File: src/rtl/bus_arbiter_pkg.sv
// Shared definitions for the two-master bus arbiter: FSM states, master
// indices, the default timeout and the address-decoder select type.
package bus_arbiter_pkg;

  // Decode of bus_addr produced by the external address decoder.
  typedef enum logic [2:0] {
    SELECT_NONE   = 3'd0,
    SELECT_RAM    = 3'd1,
    SELECT_ROM    = 3'd2,
    SELECT_IO     = 3'd3,
    SELECT_PERIPH = 3'd4
  } device_select_t;

  // Arbiter transaction FSM.
  typedef enum logic [1:0] {
    IDLE = 2'd0,
    BUSY = 2'd1,
    RESP = 2'd2
  } arb_state_t;

  // Master indices: 0 is the CPU data port, 1 is the video/DMA port.
  localparam logic MASTER_CPU   = 1'b0;
  localparam logic MASTER_VIDEO = 1'b1;

  // Cycles without bus_ready before a transaction is aborted with error.
  localparam int TIMEOUT_CYCLES_DEFAULT = 255;

endpackage

File: src/rtl/bus_arbiter_if.sv
// Master-side request/response and shared-bus signals of the arbiter.
// The slave modport is the arbiter's view; master is the environment's view.
interface bus_arbiter_if;
  import bus_arbiter_pkg::*;

  logic [1:0]        m_req;
  logic [1:0]        m_we;
  logic [1:0][31:0]  m_addr;
  logic [1:0][31:0]  m_wdata;
  logic [1:0][3:0]   m_wstrb;
  logic [1:0]        m_gnt;
  logic [1:0]        m_done;
  logic              m_err;
  logic [31:0]       m_rdata;

  logic              bus_valid;
  logic              bus_we;
  logic [31:0]       bus_addr;
  logic [31:0]       bus_wdata;
  logic [3:0]        bus_wstrb;
  logic              bus_ready;
  logic [31:0]       bus_rdata;
  device_select_t    device_select;

  modport slave (
    input  m_req, m_we, m_addr, m_wdata, m_wstrb,
    input  bus_ready, bus_rdata, device_select,
    output m_gnt, m_done, m_err, m_rdata,
    output bus_valid, bus_we, bus_addr, bus_wdata, bus_wstrb
  );

  modport master (
    output m_req, m_we, m_addr, m_wdata, m_wstrb,
    output bus_ready, bus_rdata, device_select,
    input  m_gnt, m_done, m_err, m_rdata,
    input  bus_valid, bus_we, bus_addr, bus_wdata, bus_wstrb
  );

endinterface

File: src/rtl/bus_arbiter_rr_picker.sv
// Two-way round-robin picker: a lone requester always wins; on a tie the
// master that was not granted last wins. Purely combinational.
module rr_picker (
  input  logic [1:0] req,
  input  logic       last,
  output logic [1:0] gnt
);

  // Select one-hot winner from the request pair and the last-grant pointer.
  always_comb begin
    gnt = 2'b00;
    case (req)
      2'b00:   gnt = 2'b00;
      2'b01:   gnt = 2'b01;
      2'b10:   gnt = 2'b10;
      2'b11: begin
        if (last == 1'b1) begin
          gnt = 2'b01;
        end else begin
          gnt = 2'b10;
        end
      end
      default: gnt = 2'b00;
    endcase
  end

endmodule

File: src/rtl/bus_arbiter.sv
// Two-master shared-bus arbiter. One transaction at a time: IDLE picks an
// owner and latches its fields, BUSY drives the bus until ready, unmapped
// decode or timeout, RESP returns a one-cycle done pulse to the owner.
module bus_arbiter
  import bus_arbiter_pkg::*;
#(
  parameter int TIMEOUT_CYCLES = TIMEOUT_CYCLES_DEFAULT
) (
  input  logic          clk,
  input  logic          rst_n,
  bus_arbiter_if.slave  bif
);

  localparam int CNT_W = (TIMEOUT_CYCLES > 1) ? $clog2(TIMEOUT_CYCLES) : 1;
  localparam logic [CNT_W-1:0] CNT_LAST = CNT_W'(TIMEOUT_CYCLES - 1);

  arb_state_t        state_r;
  logic              owner_r;
  logic              last_r;
  logic [CNT_W-1:0]  cnt_r;
  logic              we_r;
  logic [31:0]       addr_r;
  logic [31:0]       wdata_r;
  logic [3:0]        wstrb_r;
  logic [1:0]        gnt_r;
  logic              valid_r;
  logic [1:0]        done_r;
  logic              err_r;
  logic [31:0]       rdata_r;

  logic [1:0]        pick_s;
  logic              pick_idx_s;

  rr_picker u_rr_picker (
    .req  (bif.m_req),
    .last (last_r),
    .gnt  (pick_s)
  );

  assign pick_idx_s = pick_s[1];

  assign bif.m_gnt     = gnt_r;
  assign bif.m_done    = done_r;
  assign bif.m_err     = err_r;
  assign bif.m_rdata   = rdata_r;
  assign bif.bus_valid = valid_r;
  assign bif.bus_we    = we_r;
  assign bif.bus_addr  = addr_r;
  assign bif.bus_wdata = wdata_r;
  assign bif.bus_wstrb = wstrb_r;

  // Transaction FSM with registered grant, bus and response outputs.
  always_ff @(posedge clk or negedge rst_n) begin
    if (!rst_n) begin
      state_r <= IDLE;
      owner_r <= MASTER_CPU;
      last_r  <= MASTER_VIDEO;
      cnt_r   <= '0;
      we_r    <= 1'b0;
      addr_r  <= 32'h0000_0000;
      wdata_r <= 32'h0000_0000;
      wstrb_r <= 4'b0000;
      gnt_r   <= 2'b00;
      valid_r <= 1'b0;
      done_r  <= 2'b00;
      err_r   <= 1'b0;
      rdata_r <= 32'h0000_0000;
    end else begin
      case (state_r)
        IDLE: begin
          if (|bif.m_req) begin
            owner_r <= pick_idx_s;
            we_r    <= bif.m_we[pick_idx_s];
            addr_r  <= bif.m_addr[pick_idx_s];
            wdata_r <= bif.m_wdata[pick_idx_s];
            wstrb_r <= bif.m_wstrb[pick_idx_s];
            gnt_r   <= pick_s;
            valid_r <= 1'b1;
            cnt_r   <= '0;
            state_r <= BUSY;
          end else begin
            state_r <= IDLE;
          end
        end
        BUSY: begin
          // Unmapped decode aborts at once; otherwise wait for ready or timeout.
          if (bif.device_select == SELECT_NONE) begin
            valid_r <= 1'b0;
            done_r  <= gnt_r;
            err_r   <= 1'b1;
            rdata_r <= 32'h0000_0000;
            state_r <= RESP;
          end else if (bif.bus_ready) begin
            valid_r <= 1'b0;
            done_r  <= gnt_r;
            err_r   <= 1'b0;
            rdata_r <= we_r ? 32'h0000_0000 : bif.bus_rdata;
            state_r <= RESP;
          end else if (cnt_r == CNT_LAST) begin
            valid_r <= 1'b0;
            done_r  <= gnt_r;
            err_r   <= 1'b1;
            rdata_r <= 32'h0000_0000;
            state_r <= RESP;
          end else begin
            cnt_r   <= cnt_r + CNT_W'(1);
            state_r <= BUSY;
          end
        end
        RESP: begin
          done_r  <= 2'b00;
          err_r   <= 1'b0;
          rdata_r <= 32'h0000_0000;
          gnt_r   <= 2'b00;
          last_r  <= owner_r;
          cnt_r   <= '0;
          state_r <= IDLE;
        end
        default: begin
          valid_r <= 1'b0;
          done_r  <= 2'b00;
          err_r   <= 1'b0;
          rdata_r <= 32'h0000_0000;
          gnt_r   <= 2'b00;
          cnt_r   <= '0;
          state_r <= IDLE;
        end
      endcase
    end
  end

endmodule

File: src/flat_wrapper.sv
// flat-port wrapper written by rule: the top's interface ports become plain ports
module bus_arbiter_flat import bus_arbiter_pkg::*;
#(
  parameter int TIMEOUT_CYCLES = TIMEOUT_CYCLES_DEFAULT
)
  (clk, rst_n, bif_m_req, bif_m_we, bif_m_addr, bif_m_wdata, bif_m_wstrb, bif_bus_ready, bif_bus_rdata, bif_device_select, bif_m_gnt, bif_m_done, bif_m_err, bif_m_rdata, bif_bus_valid, bif_bus_we, bif_bus_addr, bif_bus_wdata, bif_bus_wstrb);
  bus_arbiter_if bif_i ();
  input  logic clk;
  input  logic rst_n;
  input wire logic [$bits(bif_i.m_req)-1:0] bif_m_req;
  input wire logic [$bits(bif_i.m_we)-1:0] bif_m_we;
  input wire logic [$bits(bif_i.m_addr)-1:0] bif_m_addr;
  input wire logic [$bits(bif_i.m_wdata)-1:0] bif_m_wdata;
  input wire logic [$bits(bif_i.m_wstrb)-1:0] bif_m_wstrb;
  input wire logic [$bits(bif_i.bus_ready)-1:0] bif_bus_ready;
  input wire logic [$bits(bif_i.bus_rdata)-1:0] bif_bus_rdata;
  input wire logic [$bits(bif_i.device_select)-1:0] bif_device_select;
  output wire logic [$bits(bif_i.m_gnt)-1:0] bif_m_gnt;
  output wire logic [$bits(bif_i.m_done)-1:0] bif_m_done;
  output wire logic [$bits(bif_i.m_err)-1:0] bif_m_err;
  output wire logic [$bits(bif_i.m_rdata)-1:0] bif_m_rdata;
  output wire logic [$bits(bif_i.bus_valid)-1:0] bif_bus_valid;
  output wire logic [$bits(bif_i.bus_we)-1:0] bif_bus_we;
  output wire logic [$bits(bif_i.bus_addr)-1:0] bif_bus_addr;
  output wire logic [$bits(bif_i.bus_wdata)-1:0] bif_bus_wdata;
  output wire logic [$bits(bif_i.bus_wstrb)-1:0] bif_bus_wstrb;
  assign bif_i.m_req = bif_m_req;
  assign bif_i.m_we = bif_m_we;
  assign bif_i.m_addr = bif_m_addr;
  assign bif_i.m_wdata = bif_m_wdata;
  assign bif_i.m_wstrb = bif_m_wstrb;
  assign bif_i.bus_ready = bif_bus_ready;
  assign bif_i.bus_rdata = bif_bus_rdata;
  assign bif_i.device_select = bif_device_select;
  assign bif_m_gnt = bif_i.m_gnt;
  assign bif_m_done = bif_i.m_done;
  assign bif_m_err = bif_i.m_err;
  assign bif_m_rdata = bif_i.m_rdata;
  assign bif_bus_valid = bif_i.bus_valid;
  assign bif_bus_we = bif_i.bus_we;
  assign bif_bus_addr = bif_i.bus_addr;
  assign bif_bus_wdata = bif_i.bus_wdata;
  assign bif_bus_wstrb = bif_i.bus_wstrb;
  bus_arbiter #(.TIMEOUT_CYCLES(TIMEOUT_CYCLES)) u_core (.clk(clk), .rst_n(rst_n), .bif(bif_i));
endmodule
File: config.mk
export PLATFORM = sky130hd
export DESIGN_NAME = bus_arbiter_flat
export DESIGN_NICKNAME = d
export VERILOG_FILES = /design/src/rtl/bus_arbiter_pkg.sv /design/src/rtl/bus_arbiter_if.sv /design/src/rtl/bus_arbiter_rr_picker.sv /design/src/rtl/bus_arbiter.sv /design/src/flat_wrapper.sv
export SDC_FILE = /design/constraint.sdc
export NUM_CORES = 1
export LEC_CHECK = 0
export ABC_AREA = 1
export CAP_MARGIN = 20
export CORE_MARGIN = 10
export CORE_UTILIZATION = 36
export DETAILED_ROUTE_END_ITERATION = 12
export GPL_TIMING_DRIVEN = 0
export HOLD_SLACK_MARGIN = 0.08
export PLACE_DENSITY = 0.78
export SYNTH_ARGS = -nofsm -noshare
export SYNTH_HDL_FRONTEND = slang
export SYNTH_SLANG_ARGS = --single-unit
File: constraint.sdc
create_clock -name clk -period 1.45 [get_ports clk]
set_input_delay 0.29 -clock clk [delete_from_list [all_inputs] [get_ports clk]]
set_output_delay 0.29 -clock clk [all_outputs]
set_load 0.01 [all_outputs]
==> results of run 1 <==
## flip-flops by register name, summed over array words and instances, names as in the netlist
register,cells
u_core.bif.bus_wstrb,4
u_core.bif.bus_addr,32
u_core.owner_r,1
u_core.bif.m_rdata,32
u_core.bif.m_gnt,2
u_core.state_r,2
u_core.last_r,1
u_core.bif.m_done,2
u_core.bif.bus_wdata,32
u_core.bif.m_err,1
u_core.cnt_r,8
u_core.bif.bus_we,1
u_core.bif.bus_valid,1
## metal layers
metal,up-vias,track usage (%)
li1,2734,-
met1,2757,21.97
met2,226,33.49
met3,32,11.11
met4,0,5.707
met5,-,0
## worst reg2reg max path, cell delays in order, from the launching register on
cell and delay (ns):
dfrtp_1 0.39, inv_2 0.08, ha_4 0.13, nand2_4 0.05, nor2_4 0.10, nand2_2 0.08, nand3_4 0.15, nand2_8 0.11
clkbuf_16 0.18, nand2_2 0.06, nand2_2 0.05
## repair_timing
item / CTS / global route
gates cloned: 3 / 8
hold buffers: 1 / 0
gates resized for setup: 149 / 168
pin swaps: 7 / 18
hold endpoints to repair: 55 / 0
buffers inserted: 17 / 7
setup endpoints to repair: 218 / 122
## power by group through the flow
stage               Sequential (mW)  Clock (mW)  Combinational (mW)
floorplan                      6.14           0                3.02
CTS                            5.46        3.88                7.98
global placement               5.51           0                8.03
global route                   5.75        4.03                10.3
detailed placement             5.53           0                8.13
finish                         5.59        3.84                9.53
## cells by family after synthesis
| group | count (synthesis) |
|---|---|
| AOI/OAI and AO/OA | 12 |
| buffers and inverters | 54 |
| adders and majority gates | 2 |
| xor gates and xnor gates | 3 |
| and+or+nand+nor | 447 |
| DFF | 119 |
## layout make-up
type	instances	area [um^2]	share of cell area [%]
multi-input cells	466	2592	26.03
clock buffers	22	484.2	4.862
repair buffers	319	3224	32.38
plain buffers	34	310.3	3.116
well taps	184	230.2	2.312
clock inverters	9	51.30	0.5151
inverters	20	78.83	0.7916
flip-flops and latches	119	2982	29.94
diodes	2	5.005	0.05026
## cells in the mapped netlist
cell type  count  area share (%)
nor2_4         3            0.64
buf_2         16             1.5
or2_2          2            0.24
nor2_1        11            0.78
inv_1         19             1.3
buf_4          7            0.99
a31oi_1        1            0.12
dfrtp_1      118              56
xor2_1         3            0.50
o21ai_4        1            0.31
a21oi_1        2            0.19
nand4_1       32             3.8
o21ai_0        5            0.47
nand2_1      319              23
buf_6          2            0.43
o211ai_1       1            0.14
nand3_4        1            0.33
inv_2          1           0.071
nand3b_1       2            0.28
o22ai_1        1            0.12
o21bai_1       1            0.14
nand2_4        1            0.21
nor3_4         1            0.31
dfstp_2        1            0.50
clkbuf_1       9            0.64
ha_1           2            0.47
nand3_1       75             7.1
## metrics by stage
stage | total power, mW | TNS, ns | cells | utilization [%]
final | 18.97 | -0.3029 | 1175 | 68.78
after global routing | 20.13 | -7.092 | 1175 | 68.78
after CTS | 17.32 | -0.01367 | 1158 | 63.08
after detailed placement | 13.67 | -51.28 | 1106 | 57.98
after global placement | 13.54 | -612.77 | 1105 | 57.79
after floorplan | 9.152 | 0 | 637 | -
## path summary, 6_finish.rpt
check                      slack, ns                  endpoint  depth (start not counted)                   start
max in group asynchronous       0.33   u_core.bif.bus_addr[27]                          3                   rst_n
max                            -0.04     u_core.bif.m_rdata[4]                         10         u_core.cnt_r[0]
min reg2reg                     0.46    u_core.bif.m_rdata[31]                          2  u_core.bif.m_rdata[31]
min in group clk                0.42  u_core.bif.bus_wdata[16]                          3         bif_m_wdata[16]
min                             0.41    u_core.bif.m_rdata[25]                          2                   rst_n
max reg2reg                    -0.04     u_core.bif.m_rdata[4]                         10         u_core.cnt_r[0]
==> impl_metrics.yaml, run 1 <==
cts:
  worstSkewPairLatency_ns: 0.43
  cts_tree: "built"
  cts_sinks: 119
  cts_root_buffer: "clkbuf_16"
  clockBufferDepth: 2
  cts_htree_levels: 4
  clk_pin_slew_ns: 0.05
  cts_made_buffers: 17
floorplanning:
  io_pins: 285
  core_mm2: 0.01448
  fp-row-count: 44
  die_x_um: 141.3
  initial_utilization_pct: 36.56
  die_y_um: 141.3
  dieArea_mm2: 0.01996
pwr:
  pwr-share-comb_pct: 50.3
  power_density_mw_per_mm2: 1905
  p_int_mw: 11.55
  p_leak_nw: 5.149
  ir_drop_mv: 0.9996
  seq_power_share_pct: 29.5
  switching_share_pct: 39.10
  power.switching_mw: 7.418
  pwr-share-clk_pct: 20.3
final_layout:
  mostFrequentLayoutCells: "nand2_1, clkdlybuf4s50_1, dfrtp_1"
  fin_nets: 1157
  mostFrequentLayoutCell: "nand2_1"
  fillers: 1115
  drive_gt1_share_pct: 22.85
  synthToLayoutAreaGrowth_pct: 88.11
  stdcell_area_mm2: 0.009958
timing:
  clock_skew_ns: 0.009270
  finalCriticalPeriod_ns: 1.487
  fin_crit_sh_pct: 102.6
  whs_ns: 0.4120
  layout_setup_ws_ns: -0.03704
  fmax_ghz: 0.6725
  tightest_slew_ns: 0.5566
  setup_violations: 25
  relSlewSlack_pct: 62.89
  finalMaxSlewViolations: 0
  finalHoldViolations: 0
  rsz0062_at_grt: "true"
detailed_routing:
  drt_wl_total_um: 22380
  vias: 5749
  routedLengthMet1_um: 8373
  drt_iter0_drc: 289
  highest_layer: "met4"
  ant_nets: 0
  post_drt_via_cell_ratio: 4.893
  dr.pass1.iters: 4
  wl_met3_um: 2320
  wire_per_inst_um: 19.05
  drc: 0
  met2WireLength_um: 11240
placed_design:
  placed_cell_area_mm2: 0.008396
  place_ws_ns: -0.5811
  gp_congestion: 0.8435
  port_buffers: 284
  dp_hpwl_um: 15370
synth:
  ys_warn_count: 0
  synth-xor-area-share_pct: 0.4963
  yosys.area_share.simple_pct: 36.28
  muxShareOfSynthArea_pct: 0
  synth_top_family_by_area: "simple AND/OR/NAND/NOR gates"
  synth.net_count: 817
  synth_cells: 637
  synthesis.area_mm2: 0.005294
  ys_types: 27
  synth_compound_area_share_pct: 1.489
  ys_seq_area_share_pct: 56.28
  synthAdderAreaFrac_pct: 0.4727
  synth_area_per_cell_um2: 8.311
  yosys_register_bits: 119
job:
  max_cap_viol_count: 0
worst_setup_path:
  critical_path_class: "flop to flop"
  crit_arrival_ns: 1.80
  slowest_delay_ns: 0.39
  critPathSlowestCell: "dfrtp_1"
  critPathCaptureType: "flop"
  crit_top_cell: "nand2_2"
  crit_chain: "inv_2, ha_4, nand2_4, nor2_4, nand2_2, nand3_4, nand2_8, clkbuf_16, nand2_2, nand2_2"
  crit_path_max_fanout: 7
  start_kind: "flop"
  cp.buffers_inverters: 2
  cpLargestDelayFamily: "simple AND/OR/NAND/NOR gates"
  worstPathRequired_ns: 1.76
global_route:
  antenna_found_initial: 2
  grt_max_degree: 64
  overflow: 0
  grt_pass1_vias: 5832
  grt_use_total_pct: 20.29
  grt_pass1_wl_um: 31940
run_status:
  status: "finished with violations"
  violations: "negative setup slack"
min_path:
  hold_class: "input pin to asynchronous set/reset pin"
Power figures use the tool's default switching activity.
==> run 2: changes to the inputs <==
Settings changed: ABC_AREA 1 to unset, CORE_MARGIN 10 to 4, CORE_UTILIZATION 36 to 38, PLACE_DENSITY 0.78 to 0.8.
Clock period 1.45 ns to 1.5 ns, I/O delays scaled along.
==> impl_metrics.yaml, run 2 <==
run_status:
  status: "finished with violations"
  violations: "negative setup slack"
floorplanning:
  die_y_um: 122.6
  initial_utilization_pct: 39.25
  die_x_um: 122.6
  io_pins: 285
  fp-row-count: 41
  core_mm2: 0.01272
  dieArea_mm2: 0.01504
min_path:
  hold_class: "input pin to flop"
  hold_start: "bif_m_req[1]"
global_route:
  antenna_found_initial: 0
  grt_use_total_pct: 23.85
  grt_pass1_vias: 5177
  overflow: 0
  grt_max_degree: 67
  grt_pass1_wl_um: 27030
cts:
  clockBufferDepth: 2
  cts_root_buffer: "clkbuf_16"
  cts_sinks: 119
  cts_tree: "built"
  cts_made_buffers: 17
  clk_pin_slew_ns: 0.05
  worstSkewPairLatency_ns: 0.41
  cts_htree_levels: 4
synth:
  synth_ff_type: "dfrtp_1"
  synth_common_cells: "nand2_1, dfrtp_1, a22oi_1"
  synth_top_area_share_pct: 59.13
  yosys_register_bits: 119
  synthAdderAreaFrac_pct: 0.5011
  yosysMostFrequentCell: "nand2_1"
  ys_types: 39
  synth_compound_area_share_pct: 20.52
  async_flop_share_pct: 100.0
  synth_area_per_cell_um2: 10.67
  synth.net_count: 648
  synth_edf_count: 0
  synth_cells: 468
  synthTopCellsByArea: "dfrtp_1, nand2_1, a22oi_1"
  muxShareOfSynthArea_pct: 0
  yosysTopAreaCell: "dfrtp_1"
  synth_top_family_by_area: "compound AO/OA/AOI/OAI gates"
  ys_seq_area_share_pct: 59.66
  yosys.area_share.simple_pct: 15.11
  ys_warn_count: 0
  synthesis.area_mm2: 0.004994
  synth-xor-area-share_pct: 0
worst_setup_path:
  critPathCaptureType: "flop"
  critPathSlowestCell: "dfrtp_1"
  crit_arrival_ns: 1.85
  slowest_delay_ns: 0.38
  critical_path_class: "flop to flop"
  crit_path_start: "u_core.cnt_r[0]"
  crit_path_max_fanout: 8
  worstPathRequired_ns: 1.78
  worstReg2RegStart: "u_core.cnt_r[0]"
  crit_chain: "inv_2, ha_4, nand3_4, o211ai_4, a21oi_4, buf_6, a22o_1"
  start_kind: "flop"
final_layout:
  fin_nets: 973
  mostFrequentLayoutCell: "clkdlybuf4s50_1"
  mostFrequentLayoutCells: "clkdlybuf4s50_1, nand2_1, dfrtp_1"
  drive_gt1_share_pct: 21.12
  antenna_cells: 0
  fin_util_pct: 73.86
  synthToLayoutAreaGrowth_pct: 88.17
timing:
  relSlewSlack_pct: 64.52
  finalHoldViolations: 0
  finalMaxSlewViolations: 0
  fmax_ghz: 0.6384
  tightest_slew_ns: 0.5322
  fin_tns_setup_ns: -1.815
  finalCriticalPeriod_ns: 1.566
  fin_crit_sh_pct: 104.4
  setup_violations: 56
  rsz0062_at_grt: "true"
  layout_setup_ws_ns: -0.06634
  clock_skew_ns: 0.009887
pwr:
  p_leak_nw: 4.445
  ir_drop_mv: 0.9670
  power_density_mw_per_mm2: 1834
placed_design:
  port_buffers: 284
  dp_hpwl_um: 13790
  place_ws_ns: -0.9218
  gp_congestion: 0.9631
detailed_routing:
  dr.pass1.iters: 4
  drt_iter0_drc: 297
  post_drt_via_cell_ratio: 5.208
  wire_per_inst_um: 20.24
  drc: 0
  vias: 5088
  ant_nets: 0
  drt_wl_total_um: 19770
job:
  max_cap_viol_count: 0
-- run 2: changes by cell type after synthesis, moves of 7 or more --
cell	previous run	this run
nand3_1	75	10
a22o_1	0	32
a22oi_1	0	69
buf_4	7	0
nand2_1	319	146
nand4_1	32	1
nor2_1	11	4
inv_1	19	9
-- run 2: power breakdown --
group	internal, mW	switching (mW)	total (mW)	leakage, nW
logic	3.94	4.17	8.11	2.68
registers	4.65	0.839	5.49	1.50
clock network	2.31	1.32	3.63	0.264
-- run 2: final cells by class --
cell class / count / area, um^2
fillers: 874 / 3326
repair buffers: 306 / 3058
flip-flops and latches: 119 / 2984
multi-input cells: 308 / 2225
clock buffers: 28 / 516.7
plain buffers: 32 / 349.1
well taps: 172 / 215.2
inverters: 9 / 33.78
clock inverters: 3 / 15.01
-- run 2: kinds of logic after synthesis --
group	Yosys count
fa+ha+maj	2
flops	119
buf+inv	41
simple gates	176
compound gates	130
-- run 2: path summary, 6_finish.rpt --
check | end | slack (ns) | depth (start not counted)
max | u_core.bif.m_rdata[7] | -0.07 | 7
min | u_core.cnt_r[6] | 0.33 | 4
max reg2reg | u_core.bif.m_rdata[7] | -0.07 | 7
min reg2reg | u_core.bif.bus_addr[6] | 0.46 | 2
max in group asynchronous | u_core.bif.bus_addr[7] | 0.38 | 3
min in group asynchronous | u_core.bif.m_rdata[0] | 0.41 | 2
-- run 2: repair_timing --
item	4_1_cts	5_1_grt
gates cloned	3	8
endpoints found under the setup margin	221	117
resized for setup	171	92
buffers inserted	7	3
pin swaps	6	84
hold buffers	1	0
hold endpoints to repair	52	0
-- run 2: per-layer routing --
metal / global-route usage, % / wire [um] / vias to the layer above
li1: - / - / 2324
met1: 25.41 / 6941 / 2487
met2: 42.97 / 10530 / 245
met3: 8.986 / 1868 / 32
met4: 8.677 / 425 / 0
met5: 0 / 0 / -
-- run 2: per-stage QoR --
| step | std cells | hold slack [ns] | instance area [um^2] | power, mW |
|---|---|---|---|---|
| after floorplan | 468 | 0.004409 | 5006 | 8.674 |
| after global placement | 924 | 0.4503 | 8064 | 12.82 |
| after detailed placement | 925 | 0.2845 | 8093 | 13.07 |
| after CTS | 967 | 0.4336 | 8811 | 16.31 |
| after global routing | 977 | 0.3460 | 9397 | 18.27 |
| final | 977 | 0.3330 | 9397 | 17.23 |
-- run 2: worst max-delay path, delay by kind of cell (launching register included) --
family                     cells  cell delay, ns
buffers and inverters          2            0.25
AOI/OAI and AO/OA              3            0.58
and+or+nand+nor                1            0.08
adders and majority gates      1            0.14
DFF                            1            0.38
